[src/rtl/text_console_ctrl_if.sv]
// Video-card character-buffer bus: single outstanding access, STB/ACK handshake.
// The controller is the master; the card (or its model) is the slave.
interface text_console_ctrl_if;
  logic        STB;
  logic        WE;
  logic [31:0] ADDR;
  logic [31:0] DAT_O;
  logic [31:0] DAT_I;
  logic        ACK;

  modport master (
    output STB,
    output WE,
    output ADDR,
    output DAT_O,
    input  DAT_I,
    input  ACK
  );

  modport slave (
    input  STB,
    input  WE,
    input  ADDR,
    input  DAT_O,
    output DAT_I,
    output ACK
  );
endinterface

[src/rtl/text_console_ctrl.sv]
// Console sequencer: turns a putchar byte stream into character-buffer writes,
// tracking the cursor and doing CR/LF/BS/FF, hardware scroll and clear.
module text_console_ctrl #(
  parameter int          COLS  = 80,
  parameter int          ROWS  = 30,
  parameter logic [7:0]  ATTR  = 8'h00,
  parameter logic [15:0] BLANK = 16'h0000
) (
  input  logic                       clk,
  input  logic                       reset,
  input  logic                       char_valid,
  input  logic [7:0]                 char_data,
  output logic                       char_ready,
  text_console_ctrl_if.master        bus,
  output logic [6:0]                 cursor_x,
  output logic [4:0]                 cursor_y,
  output logic                       busy
);

  localparam logic [11:0] L_COLS     = 12'(COLS);
  localparam logic [11:0] L_LAST     = 12'(COLS * ROWS - 1);
  localparam logic [11:0] L_LAST_ROW = 12'((ROWS - 1) * COLS);
  localparam logic [6:0]  L_XMAX     = 7'(COLS - 1);
  localparam logic [4:0]  L_YMAX     = 5'(ROWS - 1);

  typedef enum logic [2:0] {
    S_IDLE,
    S_PUT,
    S_ERASE,
    S_SCROLL_RD,
    S_SCROLL_WR,
    S_FILL,
    S_CLEAR
  } state_t;

  state_t      r_state;
  logic        r_char_ready;
  logic        r_stb;
  logic        r_we;
  logic [11:0] r_addr;
  logic [15:0] r_dat;
  logic [11:0] r_idx;       // scroll source index, or fill/clear index
  logic [15:0] r_rd;        // cell captured by the last scroll read
  logic [7:0]  r_char;
  logic [6:0]  r_cursor_x;
  logic [4:0]  r_cursor_y;

  logic [11:0] w_cell_addr;
  logic [11:0] w_acc_addr;
  logic [15:0] w_acc_dat;
  logic        w_acc_we;
  logic        w_unused_dat_hi;

  assign w_cell_addr     = 12'(r_cursor_y) * L_COLS + 12'(r_cursor_x);
  assign w_unused_dat_hi = ^bus.DAT_I[31:16];

  // Address/data/direction of the access the current state wants to issue.
  always_comb begin
    w_acc_addr = r_idx;
    w_acc_dat  = BLANK;
    w_acc_we   = 1'b1;
    case (r_state)
      S_PUT: begin
        w_acc_addr = w_cell_addr;
        w_acc_dat  = {ATTR, r_char};
      end
      S_ERASE:     w_acc_addr = w_cell_addr;
      S_SCROLL_RD: w_acc_we   = 1'b0;
      S_SCROLL_WR: begin
        w_acc_addr = r_idx - L_COLS;
        w_acc_dat  = r_rd;
      end
      default: ;
    endcase
  end

  always_ff @(posedge clk) begin
    if (reset) begin
      r_state      <= S_IDLE;
      r_char_ready <= 1'b0;
      r_stb        <= 1'b0;
      r_we         <= 1'b0;
      r_addr       <= 12'd0;
      r_dat        <= 16'd0;
      r_idx        <= 12'd0;
      r_rd         <= 16'd0;
      r_char       <= 8'd0;
      r_cursor_x   <= 7'd0;
      r_cursor_y   <= 5'd0;
    end else begin
      case (r_state)
        S_IDLE: begin
          r_char_ready <= 1'b1;
          if (char_valid && r_char_ready) begin
            case (char_data)
              8'h0D: r_cursor_x <= 7'd0;
              8'h0A: begin
                r_cursor_x <= 7'd0;
                if (r_cursor_y != L_YMAX) begin
                  r_cursor_y <= r_cursor_y + 5'd1;
                end else begin
                  r_idx        <= L_COLS;
                  r_state      <= S_SCROLL_RD;
                  r_char_ready <= 1'b0;
                end
              end
              8'h08: begin
                // Backspace stops at column 0; it never wraps to the previous row.
                if (r_cursor_x != 7'd0) begin
                  r_cursor_x   <= r_cursor_x - 7'd1;
                  r_state      <= S_ERASE;
                  r_char_ready <= 1'b0;
                end
              end
              8'h0C: begin
                r_idx        <= 12'd0;
                r_state      <= S_CLEAR;
                r_char_ready <= 1'b0;
              end
              default: begin
                r_char       <= char_data;
                r_state      <= S_PUT;
                r_char_ready <= 1'b0;
              end
            endcase
          end
        end

        default: begin
          // Raise only once the card has released ACK from the previous access.
          if (!r_stb) begin
            if (!bus.ACK) begin
              r_stb  <= 1'b1;
              r_we   <= w_acc_we;
              r_addr <= w_acc_addr;
              r_dat  <= w_acc_dat;
            end
          end else if (bus.ACK) begin
            r_stb <= 1'b0;
            case (r_state)
              S_PUT: begin
                if (r_cursor_x == L_XMAX) begin
                  r_cursor_x <= 7'd0;
                  if (r_cursor_y == L_YMAX) begin
                    r_idx   <= L_COLS;
                    r_state <= S_SCROLL_RD;
                  end else begin
                    r_cursor_y   <= r_cursor_y + 5'd1;
                    r_state      <= S_IDLE;
                    r_char_ready <= 1'b1;
                  end
                end else begin
                  r_cursor_x   <= r_cursor_x + 7'd1;
                  r_state      <= S_IDLE;
                  r_char_ready <= 1'b1;
                end
              end
              S_ERASE: begin
                r_state      <= S_IDLE;
                r_char_ready <= 1'b1;
              end
              S_SCROLL_RD: begin
                r_rd    <= bus.DAT_I[15:0];
                r_state <= S_SCROLL_WR;
              end
              S_SCROLL_WR: begin
                if (r_idx == L_LAST) begin
                  r_idx   <= L_LAST_ROW;
                  r_state <= S_FILL;
                end else begin
                  r_idx   <= r_idx + 12'd1;
                  r_state <= S_SCROLL_RD;
                end
              end
              S_FILL, S_CLEAR: begin
                if (r_idx == L_LAST) begin
                  if (r_state == S_CLEAR) begin
                    r_cursor_x <= 7'd0;
                    r_cursor_y <= 5'd0;
                  end
                  r_state      <= S_IDLE;
                  r_char_ready <= 1'b1;
                end else begin
                  r_idx <= r_idx + 12'd1;
                end
              end
              default: begin
                r_state      <= S_IDLE;
                r_char_ready <= 1'b1;
              end
            endcase
          end
        end
      endcase
    end
  end

  assign bus.STB    = r_stb;
  assign bus.WE     = r_we;
  assign bus.ADDR   = {20'd0, r_addr};
  assign bus.DAT_O  = {16'd0, r_dat};
  assign char_ready = r_char_ready;
  assign cursor_x   = r_cursor_x;
  assign cursor_y   = r_cursor_y;
  assign busy       = (r_state != S_IDLE);

endmodule

[src/flat_wrapper.sv]
// flat-port wrapper written by rule: the top's interface ports become plain ports
module text_console_ctrl_flat 
#(
  parameter int          COLS  = 80,
  parameter int          ROWS  = 30,
  parameter logic [7:0]  ATTR  = 8'h00,
  parameter logic [15:0] BLANK = 16'h0000
)
  (clk, reset, char_valid, char_data, char_ready, cursor_x, cursor_y, busy, bus_STB, bus_WE, bus_ADDR, bus_DAT_O, bus_DAT_I, bus_ACK);
  text_console_ctrl_if bus_i ();
  input  logic clk;
  input  logic reset;
  input  logic char_valid;
  input  logic [7:0] char_data;
  output logic char_ready;
  output logic [6:0] cursor_x;
  output logic [4:0] cursor_y;
  output logic busy;
  output wire logic [$bits(bus_i.STB)-1:0] bus_STB;
  output wire logic [$bits(bus_i.WE)-1:0] bus_WE;
  output wire logic [$bits(bus_i.ADDR)-1:0] bus_ADDR;
  output wire logic [$bits(bus_i.DAT_O)-1:0] bus_DAT_O;
  input wire logic [$bits(bus_i.DAT_I)-1:0] bus_DAT_I;
  input wire logic [$bits(bus_i.ACK)-1:0] bus_ACK;
  assign bus_STB = bus_i.STB;
  assign bus_WE = bus_i.WE;
  assign bus_ADDR = bus_i.ADDR;
  assign bus_DAT_O = bus_i.DAT_O;
  assign bus_i.DAT_I = bus_DAT_I;
  assign bus_i.ACK = bus_ACK;
  text_console_ctrl #(.COLS(COLS), .ROWS(ROWS), .ATTR(ATTR), .BLANK(BLANK)) u_core (.clk(clk), .reset(reset), .char_valid(char_valid), .char_data(char_data), .char_ready(char_ready), .bus(bus_i), .cursor_x(cursor_x), .cursor_y(cursor_y), .busy(busy));
endmodule
[config.mk]
export PLATFORM = sky130hd
export DESIGN_NAME = text_console_ctrl_flat
export DESIGN_NICKNAME = d
export VERILOG_FILES = /design/src/rtl/text_console_ctrl_if.sv /design/src/rtl/text_console_ctrl.sv /design/src/flat_wrapper.sv
export SDC_FILE = /design/constraint.sdc
export NUM_CORES = 1
export LEC_CHECK = 0
export BUFFER_PORTS_ARGS = -buffer_cell sky130_fd_sc_hd__buf_2
export CAP_MARGIN = 15
export CORE_MARGIN = 8
export CORE_UTILIZATION = 54
export DETAILED_ROUTE_END_ITERATION = 10
export HOLD_SLACK_MARGIN = 0.02
export PLACE_DENSITY = 0.81
export SYNTH_ARGS = -nofsm -noshare
export SYNTH_HDL_FRONTEND = slang
export SYNTH_SLANG_ARGS = --single-unit
[constraint.sdc]
create_clock -name clk -period 2.8 [get_ports clk]
set_input_delay 0.28 -clock clk [delete_from_list [all_inputs] [get_ports clk]]
set_output_delay 0.28 -clock clk [all_outputs]
set_load 0.005 [all_outputs]
==> results by group <==
Clock network
  • Post-CTS setup buffers: 0
  • CTS sink cnt: 82
  • Num CTS Buffers: 9
  • CTS root buf: clkbuf_8
  • Post-cts sizing count: 0
  • Clk slew on worst S/H paths: 0.10 ns
  • TritonCTS clock tree: done
  • Maximum buffer depth of the clock tree: 2
  • Cts-stage hold buffer count: 0
  • Skew-Pair Late Insertion Delay: 0.36 ns
  • Htree depth: 3

Critical path
  • Worst setup SP type: flop
  • Worst setup startpoint: u_core.r_state[0]
  • Crit Path Class: flop to flop
  • Slowest stage cell, crit path: dfxtp_1
  • Crit-path cells: nor3b_1, nand2_1, o32ai_2, o211ai_4, or4_1, a21oi_1
  • Crit path capture: u_core.cursor_y[3]
  • Critical Path Sink Type: flop
  • Critical register-to-register path startpoint: u_core.r_state[0]
  • WP data arrival: 2.77 ns
  • R2R setup slack: 0.33 ns
  • Worst R2R Path Depth: 6
  • Maximum fanout along the worst path: 16
  • Delay of the slowest critical-path stage: 0.71 ns
  • Reg-to-Reg End: u_core.cursor_y[3]
  • Critical Path RT: 3.09 ns

Timing
  • Final setup violation count: 0
  • Worst slew pin tran: around 1.1 ns
  • Max Clk Rate: a little over 400 MHz
  • Worst Clk Skew: between 0.007 and 0.008 ns
  • Hold Vio Cnt, Final: 0
  • Tmin final: 2.47 ns
  • RSZ-0062 raised after global routing: false
  • Post-Route Setup TNS: 0 ns
  • Ratio of final minimum period to clock period: 88.4%
  • Normalized max-slew margin: 29.4%
  • Max-slew violations: 0

Outcome
  • Status: finished clean

Power
  • Maximum vdd drop: 0.000341 V
  • Clock share of power: about 36%
  • Pwr Total: around 2.4 mW
  • Gate power share: roughly an eighth
  • Pwr Density: between 400 and 500 mW/mm2
  • Register share of total power: 51.4%
  • Leakage power: 2.21 nW
  • Sw Pwr: 0.737 mW
  • Sw Share: 30.7%
  • Internal power: approximately 1.7 mW

Logic synthesis
  • Register area share after synthesis: around a third
  • Synthesized area: 0.00490 mm2
  • Async SR Flop Fraction: 0%
  • Synth Area per Inst: 7.79 um2
  • Synth warnings: 0
  • Synth Register Bits: 82
  • Cells after Synth: 630
  • Yosys cell types: 71
  • EDFF count, synth: 0
  • Main flop type after synthesis: dfxtp_1

Routing
  • WL per Instance: ~17 um
  • DR vias: 4792
  • DRT iter0 DRCs: 446
  • Number of remaining DRC errors: 0
  • Via density: 6.04
  • Remaining antenna violation count after routing: 0
  • Drt first pass iters: 5
  • Total wire length: between 10000 and 15000 um

Floorplanning
  • Row cnt: 34
  • Die ar.: 0.0124 mm2
  • Initial Utilization: between 50% and 60%
  • I/O pin cnt: 124
  • Core area: 0.00876 mm2
  • Die Y: between 100 and 150 um
  • Die W: 111 um

GRT
  • Total GRT Usage: 21.1%
  • Initial antenna violation count: 0
  • Gr ovfl total: 0
  • Largest net degree at the start of global routing: 51
  • Global-route wire length before repair: 22300 um
  • Vias in the first global route: 4630

Placement
  • Placed Cells: a little under 800
  • Post-detail-place hpwl: a little under 10000 um
  • IO buf count: 71
  • Routability cong.: 0.930

Worst hold path
  • Worst hold path class: input port to flop

Cells and area
  • Area added between synthesis and finish: 9.16%
  • Commonest non-fill, non-tap cell in the layout: dfxtp_1
  • Layout cells sized above 1: 16.5%
  • Layout Cells excl Fill: 794
  • Commonest cells after routing, fill and taps aside: dfxtp_1, nand2_1, a21oi_1, buf_2, nor2_1
  • Final #Nets: 745
  • Diodes inserted: 0

Flow run
  • Max-cap viol count: 0
-- critical path: cells and delay by family (launching register included) --
kind	cells	cell delay (ns)
AND/OR/NAND/NOR	3	0.95
flip-flops	1	0.71
AO/OA/AOI/OAI	3	0.75
-- power by group through the flow --
stage	logic (mW)	registers, mW	clock network (mW)
after floorplan	0.242	1.25	0
after global placement	0.298	1.26	0
after detailed placement	0.305	1.26	0
after CTS	0.307	1.23	0.876
after global routing	0.349	1.24	0.918
final	0.311	1.23	0.858
-- stage by stage --
step / hold slack, ns / instance area, um2 / utilization [%] / setup slack, ns
2_1_floorplan: 0.376 / 5040 / - / 0.639
3_3_place_gp: 0.440 / 5160 / 58.9 / 0.409
3_5_place_dp: 0.443 / 5160 / 58.9 / 0.366
4_1_cts: 0.126 / 5350 / 61.1 / 0.360
5_1_grt: 0.132 / 5350 / 61.1 / 0.0562
6_report: 0.139 / 5350 / 61.1 / 0.326
-- layout make-up --
type	count	area (um2)
fill	788	3410
multi-input combinational	484	2860
sequential	82	1640
timing repair buffer	83	445
tap	108	135
clock buffer	9	124
inverter	21	78.8
clock inverter	7	68.8
-- routing by layer --
| layer | global-route usage, % | routed length [um] |
|---|---|---|
| met1 | 26.8 | 5800 |
| met5 | 0 | 0 |
| met3 | 5.47 | 1010 |
| met2 | 33.3 | 6280 |
| met4 | 8.36 | 286 |
-- flip-flops by register name, summed over array words and instances, names as in the netlist, 3 cells and up --
name	flops
u_core.r_dat	16
u_core.r_rd	16
u_core.r_addr	12
u_core.r_idx	12
u_core.r_char	8
u_core.cursor_x	7
u_core.cursor_y	5
u_core.r_state	3
-- cells in the mapped netlist (4+ instances only) --
library cell  number  share of area, %
nor2_1            61               4.7
nand3_1           29               3.0
inv_1             21               1.6
and2_1             5              0.64
a221oi_1           9               1.6
a21oi_1           71               7.2
o32ai_1            5              0.89
a41oi_1            5              0.89
nor2b_1            4              0.51
nand4_1           10               1.3
nand2_1           80               6.1
xnor2_1            4              0.71
a211oi_1           4              0.61
o22ai_1            5              0.64
nor3_1            19               1.9
clkbuf_1          29               2.2
buf_4             38               5.8
xor2_1             6               1.1
o21ai_0           23               2.3
or3_1              6              0.77
and3_1             6              0.77
ha_1              18               4.6
buf_2              8              0.82
dfxtp_1           82                33
a311oi_1           7               1.3
mux2i_1           13               2.7
a21o_1             4              0.61
-- cells by family after synthesis --
group	synth area share [%]
simple gates	23.4
compound gates	22.2
buf+inv	11.0
flops	33.5
fa+ha+maj	5.41
mux	2.65
xor+xnor	1.79
other cells	0.0765
-- how the worst min path moves through the flow --
stage / start / endpoint / slack (ns) / cells after the start
final: bus_DAT_I[8] / u_core.r_rd[8] / 0.14 / 3
after detailed placement: u_core.r_dat[8] / u_core.r_dat[8] / 0.44 / 2
after global routing: bus_DAT_I[9] / u_core.r_rd[9] / 0.13 / 3
after floorplan: bus_ACK / u_core.bus.STB / 0.38 / 1
after CTS: bus_DAT_I[8] / u_core.r_rd[8] / 0.13 / 3
after global placement: u_core.r_dat[13] / u_core.r_dat[13] / 0.44 / 2
Note: power is estimated with default switching activity, not from simulation.
